[src/rtl/he_pkg.sv]
// Shared Hamming helpers for the he_pipe_enc encoder and its decoder counterpart.
// Functions work on max-width vectors; callers cast to their own k/m/CW widths.
package he_pkg;

   localparam int unsigned HE_K_MAX  = 26;
   localparam int unsigned HE_M_MAX  = 5;
   localparam int unsigned HE_CW_MAX = HE_K_MAX + HE_M_MAX;

   // Smallest m with 2^m >= k + m + 1.
   function automatic int unsigned he_m(input int unsigned k);
      int unsigned m;
      m = 1;
      for (int unsigned i = 0; i <= HE_M_MAX; i++)
         if ((32'd1 << m) < k + m + 1) m = m + 1;
      return m;
   endfunction

   function automatic logic he_is_pow2(input int unsigned pos);
      return (pos != 0) && ((pos & (pos - 1)) == 0);
   endfunction

   // Data bits go to non-power-of-two positions in ascending order; parity slots stay 0.
   function automatic logic [HE_CW_MAX-1:0] he_scatter(input logic [HE_K_MAX-1:0] d,
                                                        input int unsigned k);
      logic [HE_CW_MAX-1:0] v;
      int unsigned di;
      v  = '0;
      di = 0;
      for (int unsigned p = 1; p <= HE_CW_MAX; p++)
         if (!he_is_pow2(p) && di < k) begin
            v[5'(p - 1)] = d[5'(di)];
            di = di + 1;
         end
      return v;
   endfunction

   // p_i = XOR of every bit whose 1-based position has bit i set.
   function automatic logic [HE_M_MAX-1:0] he_parity(input logic [HE_CW_MAX-1:0] v,
                                                      input int unsigned m);
      logic [HE_M_MAX-1:0] par;
      par = '0;
      for (int unsigned i = 0; i < HE_M_MAX; i++)
         for (int unsigned p = 1; p <= HE_CW_MAX; p++)
            if (i < m && ((p >> i) & 32'd1) != 0)
               par[3'(i)] = par[3'(i)] ^ v[5'(p - 1)];
      return par;
   endfunction

   function automatic logic [HE_CW_MAX-1:0] he_place(input logic [HE_CW_MAX-1:0] v,
                                                      input logic [HE_M_MAX-1:0] par,
                                                      input int unsigned m);
      logic [HE_CW_MAX-1:0] r;
      r = v;
      for (int unsigned i = 0; i < HE_M_MAX; i++)
         if (i < m) r[5'((32'd1 << i) - 1)] = par[3'(i)];
      return r;
   endfunction

endpackage

[src/rtl/he_pipe_stage.sv]
// Generic valid/ready register slice; accepts whenever empty or draining.
module he_pipe_stage #(
   parameter int unsigned W = 8
) (
   input  logic         clk,
   input  logic         rst,
   input  logic [W-1:0] in_d,
   input  logic         in_vld,
   output logic         in_rdy_c,
   output logic [W-1:0] out_d,
   output logic         out_vld,
   input  logic         out_rdy
);

   assign in_rdy_c = !out_vld || out_rdy;

   // Payload only loads on a real transfer, so a stalled word never changes.
   always_ff @(posedge clk or negedge rst) begin
      if (!rst) begin
         out_vld <= 1'b0;
         out_d   <= '0;
      end else if (in_rdy_c) begin
         out_vld <= in_vld;
         if (in_vld) out_d <= in_d;
      end
   end

endmodule

[src/rtl/he_pipe_enc.sv]
// Streaming Hamming SEC encoder: scatter stage, then parity stage, full backpressure.
module he_pipe_enc
   import he_pkg::*;
#(
   parameter  int unsigned k  = 7,
   localparam int unsigned m  = he_m(k),
   localparam int unsigned CW = k + m
) (
   input  logic          clk,
   input  logic          rst,
   input  logic [k-1:0]  din,
   input  logic          dvld,
   output logic          drdy,
   output logic [CW-1:0] cout,
   output logic          cvld,
   input  logic          crdy,
   output logic [15:0]   wcnt
);

   logic [CW-1:0]       s1_d_c;
   logic [CW-1:0]       s1_q;
   logic                s1_vld;
   logic                s1_rdy_c;
   logic                s2_rdy_c;
   logic [HE_M_MAX-1:0] par_c;
   logic [CW-1:0]       cw_c;

   assign s1_d_c = CW'(he_scatter(HE_K_MAX'(din), k));
   assign par_c  = he_parity(HE_CW_MAX'(s1_q), m);
   assign cw_c   = CW'(he_place(HE_CW_MAX'(s1_q), par_c, m));
   assign drdy   = rst && s1_rdy_c;

   he_pipe_stage #(.W(CW)) u_s1 (
      .clk      (clk),
      .rst      (rst),
      .in_d     (s1_d_c),
      .in_vld   (dvld),
      .in_rdy_c (s1_rdy_c),
      .out_d    (s1_q),
      .out_vld  (s1_vld),
      .out_rdy  (s2_rdy_c)
   );

   he_pipe_stage #(.W(CW)) u_s2 (
      .clk      (clk),
      .rst      (rst),
      .in_d     (cw_c),
      .in_vld   (s1_vld),
      .in_rdy_c (s2_rdy_c),
      .out_d    (cout),
      .out_vld  (cvld),
      .out_rdy  (crdy)
   );

   // Saturating count of codewords taken downstream.
   always_ff @(posedge clk or negedge rst) begin
      if (!rst)                                     wcnt <= '0;
      else if (cvld && crdy && wcnt != 16'hFFFF) wcnt <= wcnt + 16'd1;
   end

endmodule

[config.mk]
export PLATFORM = sky130hd
export DESIGN_NAME = he_pipe_enc
export DESIGN_NICKNAME = d
export VERILOG_FILES = /design/src/rtl/he_pkg.sv /design/src/rtl/he_pipe_stage.sv /design/src/rtl/he_pipe_enc.sv
export SDC_FILE = /design/constraint.sdc
export NUM_CORES = 1
export LEC_CHECK = 0
export CAP_MARGIN = 20
export CORE_ASPECT_RATIO = 1.1
export CORE_UTILIZATION = 35
export CTS_BUF_LIST = sky130_fd_sc_hd__clkbuf_4 sky130_fd_sc_hd__clkbuf_8
export DETAILED_ROUTE_END_ITERATION = 10
export GPL_TIMING_DRIVEN = 0
export SYNTH_ARGS = -nofsm -noshare
export SYNTH_HDL_FRONTEND = slang
export SYNTH_SLANG_ARGS = --single-unit
[constraint.sdc]
create_clock -name clk -period 2.93 [get_ports clk]
set_input_delay 0.293 -clock clk [delete_from_list [all_inputs] [get_ports clk]]
set_output_delay 0.293 -clock clk [all_outputs]
set_load 0.02 [all_outputs]
=== Word level (Yosys, flattened, before mapping) ===
Index checks and enable logic that the tools add are counted.

* Register bits: 36
* Bits in latches: 0
* Memory bits (writable): 0
* Memory bits (read-only): 0
* Bits of input ports: 11
* Memories kept: 0

* Add/subtract/negate cells: 1
* Multiply operators: 0
* Divide/modulo/power cells: 0
* Order comparisons: 0
* Eq/ne operators: 1
* Shifts and indexed selects: 0
* Mux-type cells: 0
* Bitwise operators: 12
* Reductions and logical operators: 9

{| class="wikitable"
|+ Operator list
! kind !! number
|-
| $add 16x1->16 const B || 1
|-
| $ne 16x16->1 const B || 1
|-
| $xor 1x1->1 || 12
|-
| $reduce_and 2->1 || 2
|-
| $logic_and 1x1->1 || 3
|-
| $logic_not 1->1 || 2
|-
| $logic_or 1x1->1 || 2
|}

=== Logic depth before layout (Yosys ltp) ===
* Depth after elaboration: 4
* Gate-level depth with buffers: 5

=== Hierarchy ===
From an unflattened synthesis, not the netlist that was laid out.

* Cell total of the unflattened synthesis: 142
* Area, all modules: 1989.4 um^2

{| class="wikitable"
|+ By module, submodules not included
! module !! instances !! cells an instance !! area an instance (um^2)
|-
| he_pipe_stage || 2 || 27 || 514.2
|-
| he_pipe_enc || 1 || 88 || 960.9
|}

=== Least setup slack after synthesis ===
OpenSTA, ideal clock, no wires.

* Kind: reg2reg
* From: register wcnt[8]
* To: register wcnt[1]
* Library setup time: 125 ps
* Arrival time: 1578 ps
* Required time: 2805 ps
* Setup slack: 1227 ps
* Stages on the path, launching flop included: 5
* Path through: dfrtp_1 nand4_1 nor4_4 nor2_2 mux2_4

* Cells in the longest elaborated chain, start to end: 2

{| class="wikitable"
|+ RTL lines
! element !! RTL line !! source
|-
| start: declaration || he_pipe_enc.sv:17 || <nowiki>output logic [15:0] wcnt</nowiki>
|-
| start signal: assignment || he_pipe_enc.sv:58 || <nowiki>else if (cvld && crdy && wcnt != 16'hFFFF) wcnt <= wcnt + 16'd1;</nowiki>
|-
| $ne 16x16->1 || he_pipe_enc.sv:58 ||
|-
| $logic_and 1x1->1 || he_pipe_enc.sv:58 ||
|}

Every way passes these cells.
A chain may end at the register's enable or synchronous reset.

=== Worst setup path after layout ===
* From: input port rst
* To: output port drdy

* Cells in the longest elaborated chain, start to end: 1

{| class="wikitable"
|+ RTL lines
! element !! RTL line !! source
|-
| start: declaration || he_pipe_enc.sv:10 || <nowiki>input logic rst,</nowiki>
|-
| $logic_and 1x1->1 || he_pipe_enc.sv:31 || <nowiki>assign drdy = rst && s1_rdy_c;</nowiki>
|-
| end: declaration || he_pipe_enc.sv:13 || <nowiki>output logic drdy,</nowiki>
|}

Every way passes these cells.

==> impl_results.html <==
<table>
<tr><th>Metric</th><th>Value</th></tr>
<tr><th colspan="2">Yosys</th></tr>
<tr><td>Number of instances in the synthesized netlist</td><td>128</td></tr>
<tr><td>Flip-flop and latch count after synthesis</td><td>36</td></tr>
<tr><td>Post-synthesis net count</td><td>140</td></tr>
<tr><td>Post-synth top area share</td><td>55.3%</td></tr>
<tr><td>Post-Synthesis Mean Instance Area</td><td>12.7 um^2</td></tr>
<tr><td>Netlist Area Pre-Place</td><td>about 1600 um^2</td></tr>
<tr><td>Top cell type by total area after synthesis</td><td>sky130_fd_sc_hd__dfrtp_1</td></tr>
<tr><td>Yosys synthesis warning count</td><td>0</td></tr>
<tr><td>Unique cell type count in the Yosys netlist</td><td>31</td></tr>
<tr><td>Share of flip-flops with an asynchronous set or reset</td><td>100%</td></tr>
<tr><td>Dominant cell by count in the synthesized netlist</td><td>sky130_fd_sc_hd__dfrtp_1</td></tr>
<tr><td>Sequential-to-total area share from yosys stat</td><td>55.3%</td></tr>
<tr><td>Main area contributors after synthesis</td><td>sky130_fd_sc_hd__dfrtp_1 55%, sky130_fd_sc_hd__mux2_2 9.7%, sky130_fd_sc_hd__xor2_1 6.5%, sky130_fd_sc_hd__xnor2_1 5.4%, sky130_fd_sc_hd__nand2_1 2.5%</td></tr>
<tr><td>Most frequent cells after synthesis</td><td>36 x sky130_fd_sc_hd__dfrtp_1, 14 x sky130_fd_sc_hd__mux2_2, 12 x sky130_fd_sc_hd__xor2_1</td></tr>
<tr><td>Primary flip-flop cell chosen by synthesis mapping</td><td>sky130_fd_sc_hd__dfrtp_1</td></tr>
<tr><td>Number of flops mapped to enable cells by yosys</td><td>0</td></tr>
<tr><th colspan="2">Power</th></tr>
<tr><td>Sequential Power Share</td><td>43.6%</td></tr>
<tr><td>VDD IR-drop max</td><td>436 uV</td></tr>
<tr><td>Combinational fraction of design power</td><td>33.7%</td></tr>
<tr><td>Total design power</td><td>0.00165 W</td></tr>
<tr><td>Net switching power of the design</td><td>0.000542 W</td></tr>
<tr><td>Leak Pwr</td><td>slightly above 0.9 nW</td></tr>
<tr><td>Clock share of power</td><td>a little under a quarter</td></tr>
<tr><td>Power Density</td><td>approximately 760 nW/um^2</td></tr>
<tr><td>Internal Pwr Total</td><td>0.00110 W</td></tr>
<tr><td>Switching fraction of total power</td><td>32.9%</td></tr>
<tr><th colspan="2">Clock tree</th></tr>
<tr><td>Postcts setup bufs</td><td>0</td></tr>
<tr><td>Number of gates given a new drive strength after cts</td><td>0</td></tr>
<tr><td>Number of sinks driven by the clock tree</td><td>36</td></tr>
<tr><td>TritonCTS clock tree</td><td>yes</td></tr>
<tr><td>Insertion delay of the later-clocked pin in the worst-skew pair</td><td>0.28 ns</td></tr>
<tr><td>Hold bufs inserted after CTS</td><td>0</td></tr>
<tr><td>TritonCTS Buffers</td><td>5</td></tr>
<tr><td>Maximum clock insertion buffer count</td><td>2</td></tr>
<tr><td>H-tree depth</td><td>2</td></tr>
<tr><td>Post-CTS clock slew at the launch and capture registers of the worst setup and hold paths</td><td>0.07 ns</td></tr>
<tr><td>Clock root cell</td><td>sky130_fd_sc_hd__clkbuf_8</td></tr>
<tr><th colspan="2">Setup path</th></tr>
<tr><td>Cell breakdown of the critical path</td><td>buf_2, and2_1, clkdlybuf4s50_1</td></tr>
<tr><td>Count of buffer and inverter cells on the critical path</td><td>2</td></tr>
<tr><td>Slowest cell delay on critical path</td><td>0.62 ns</td></tr>
<tr><td>Slowest stage cell, crit path</td><td>sky130_fd_sc_hd__buf_2</td></tr>
<tr><td>CP required</td><td>2.64 ns</td></tr>
<tr><td>Slack of the worst reg-to-reg path</td><td>approximately 1.2 ns</td></tr>
<tr><td>Cell family with most CP delay</td><td>buffers and inverters</td></tr>
<tr><td>Maximum fanout encountered on the critical timing path</td><td>37</td></tr>
<tr><td>Reg-to-Reg Start</td><td>wcnt[11]</td></tr>
<tr><td>Critical path arrival</td><td>1.76 ns</td></tr>
<tr><td>End of the worst register-to-register path</td><td>wcnt[1]</td></tr>
<tr><td>CP startpoint kind</td><td>input pin</td></tr>
<tr><td>Depth of the worst register-to-register path</td><td>4</td></tr>
<tr><td>CP endpoint kind</td><td>output pin</td></tr>
<tr><td>Kind of critical path</td><td>in2out</td></tr>
<tr><th colspan="2">STA</th></tr>
<tr><td>Worst clock skew on the final layout</td><td>0.00212 ns</td></tr>
<tr><td>Setup TNS</td><td>0 ns</td></tr>
<tr><td>Final Critical Period</td><td>2.05 ns</td></tr>
<tr><td>Final Max Slew Viols</td><td>0</td></tr>
<tr><td>WHS</td><td>about 0.099 ns</td></tr>
<tr><td>Setup repair after global routing missed its margin</td><td>false</td></tr>
<tr><td>Number of failing hold endpoints at the final stage</td><td>0</td></tr>
<tr><td>Highest clock rate</td><td>just under 500 MHz</td></tr>
<tr><td>Fin worst setup slack</td><td>approximately 0.88 ns</td></tr>
<tr><td>Max-slew headroom at the worst pin</td><td>46.2%</td></tr>
<tr><td>Setup violation total in the final timing report</td><td>0</td></tr>
<tr><td>Pin slew with the least headroom to its limit</td><td>0.807 ns</td></tr>
<tr><td>Share of the clock period used by the worst path after layout</td><td>around 70%</td></tr>
<tr><th colspan="2">Finish</th></tr>
<tr><td>Count of filler cells inserted in the layout</td><td>404</td></tr>
<tr><td>Number of antenna cells inserted</td><td>0</td></tr>
<tr><td>Multi-input combinational cell area</td><td>between 700 and 800 um^2</td></tr>
<tr><td>Share of cells above drive strength 1</td><td>about 16%</td></tr>
<tr><td>Total area of sequential cells</td><td>901 um^2</td></tr>
<tr><td>Layout area overhead</td><td>33.7%</td></tr>
<tr><td>Fin nets</td><td>around 190</td></tr>
<tr><th colspan="2">Floorplanning</th></tr>
<tr><td>Top-Level Pins</td><td>40</td></tr>
<tr><td>Chip Height</td><td>73.5 um</td></tr>
<tr><td>CORE AREA</td><td>approximately 4400 um^2</td></tr>
<tr><td>Initial Util</td><td>37.2%</td></tr>
<tr><td>Num rows</td><td>25</td></tr>
<tr><td>Die Outline Area</td><td>4930 um^2</td></tr>
<tr><td>Horiz. Die Dim</td><td>67.0 um</td></tr>
<tr><th colspan="2">Global routing</th></tr>
<tr><td>Global route total overflow</td><td>0</td></tr>
<tr><td>Via count of the first global-routing pass</td><td>1142</td></tr>
<tr><td>Wire length of the first global-routing pass</td><td>5120 um</td></tr>
<tr><td>Largest net degree at the start of global routing</td><td>38</td></tr>
<tr><td>Total routing usage reported by global routing</td><td>14.0%</td></tr>
<tr><td>Initial antenna violation count</td><td>0</td></tr>
<tr><th colspan="2">Routing</th></tr>
<tr><td>Detailed-route wire length per cell</td><td>13.3 um</td></tr>
<tr><td>Via total after detailed routing</td><td>approximately 1100</td></tr>
<tr><td>WL final</td><td>3030 um</td></tr>
<tr><td>Via count normalized by instance count</td><td>approximately 4.9</td></tr>
<tr><td>Number of iterations in the first detailed-routing pass</td><td>4</td></tr>
<tr><td>First-iteration detailed-routing DRC count</td><td>44</td></tr>
<tr><td>Remaining DRCs</td><td>0</td></tr>
<tr><td>Post-route antenna net violation count</td><td>0</td></tr>
<tr><th colspan="2">Placed design</th></tr>
<tr><td>Worst slack after detailed placement</td><td>0.848 ns</td></tr>
<tr><td>Hpwl dp</td><td>2210 um</td></tr>
<tr><td>IO Port Bufs</td><td>39</td></tr>
<tr><td>GP Congestion</td><td>0.731</td></tr>
<tr><th colspan="2">Min path</th></tr>
<tr><td>Path type of the worst min-delay path</td><td>in2async</td></tr>
<tr><th colspan="2">Job</th></tr>
<tr><td>Maximum capacitance violations</td><td>0</td></tr>
<tr><th colspan="2">Status</th></tr>
<tr><td>Run status</td><td>completed</td></tr>
</table>
[area by class of cell]
type,count,share of cell area (%)
sequential,36,41.4
multi-input combinational,91,33.2
timing repair buffer,39,17.7
clock buffer,7,4.43
tap,54,3.10
buffer,1,0.172
[worst register-to-register path, delay by kind of cell (launching register included)]
family | cells | cell delay [ns]
multiplexers | 1 | 0.31
flip-flops | 1 | 0.44
AND/OR/NAND/NOR | 3 | 0.90
[stage by stage]
stage	util (%)	cells	instance area, um^2
after floorplan	-	128	1630
after global placement	47.6	221	2090
after detailed placement	47.5	221	2080
after CTS	49.7	228	2180
after global routing	49.7	228	2180
final	49.7	228	2180
[placed cells by master (no fill, tap or decap), drive strengths merged]
cell type,instances
and2,1
and3,1
and4b,1
buf,1
clkbuf,8
clkdlybuf4s50,38
dfrtp,36
ha,1
mux2,16
nand2,11
nand2b,3
nand3,7
nand3b,1
nand4,4
nor2,3
nor3,2
nor3b,1
nor4,6
nor4b,1
o2111ai,1
o211ai,1
o21a,2
o21ai,5
or4,1
xnor2,10
xor2,12
[worst max-delay path by stage]
stage,from,endpoint,slack (ns),cells past startpoint
global placement,rst,drdy,-0.18,3
CTS,rst,drdy,0.83,3
floorplan,wcnt[8],wcnt[1],1.23,4
global route,rst,drdy,0.74,3
finish,rst,drdy,0.88,3
detailed placement,rst,drdy,0.85,3
[power groups by stage]
stage                     clock network, W  registers, W  logic, W
after floorplan                          0      0.000826  0.000195
after global placement                   0      0.000719  0.000555
after detailed placement                 0      0.000727  0.000561
after CTS                         0.000382      0.000719  0.000564
after global routing              0.000406      0.000739  0.000600
final                             0.000375      0.000717  0.000555
[cells by family after synthesis]
group,Yosys count,synth area share (%)
AO/OA/AOI/OAI,9,3.46
buffers and inverters,1,0.230
adder cells (fa/ha/maj),1,0.769
flip-flops,36,55.3
AND/OR/NAND/NOR,43,17.1
multiplexers,16,11.3
XOR/XNOR,22,11.8
[state kept, by name (all words and copies together) (netlist names)]
register and cells:
u_s2.out_vld 1, u_s1.out_vld 1, u_s2.out_d 11, u_s1.out_d 7
wcnt 16
[layer usage]
layer	up-vias	track usage (%)	share of wire, %
li1	549	-	-
met1	544	18.1	47
met2	24	22.1	48
met3	4	4.66	4.2
met4	0	4.26	1.2
met5	-	0	0
Note: power is estimated with default switching activity, not from simulation.
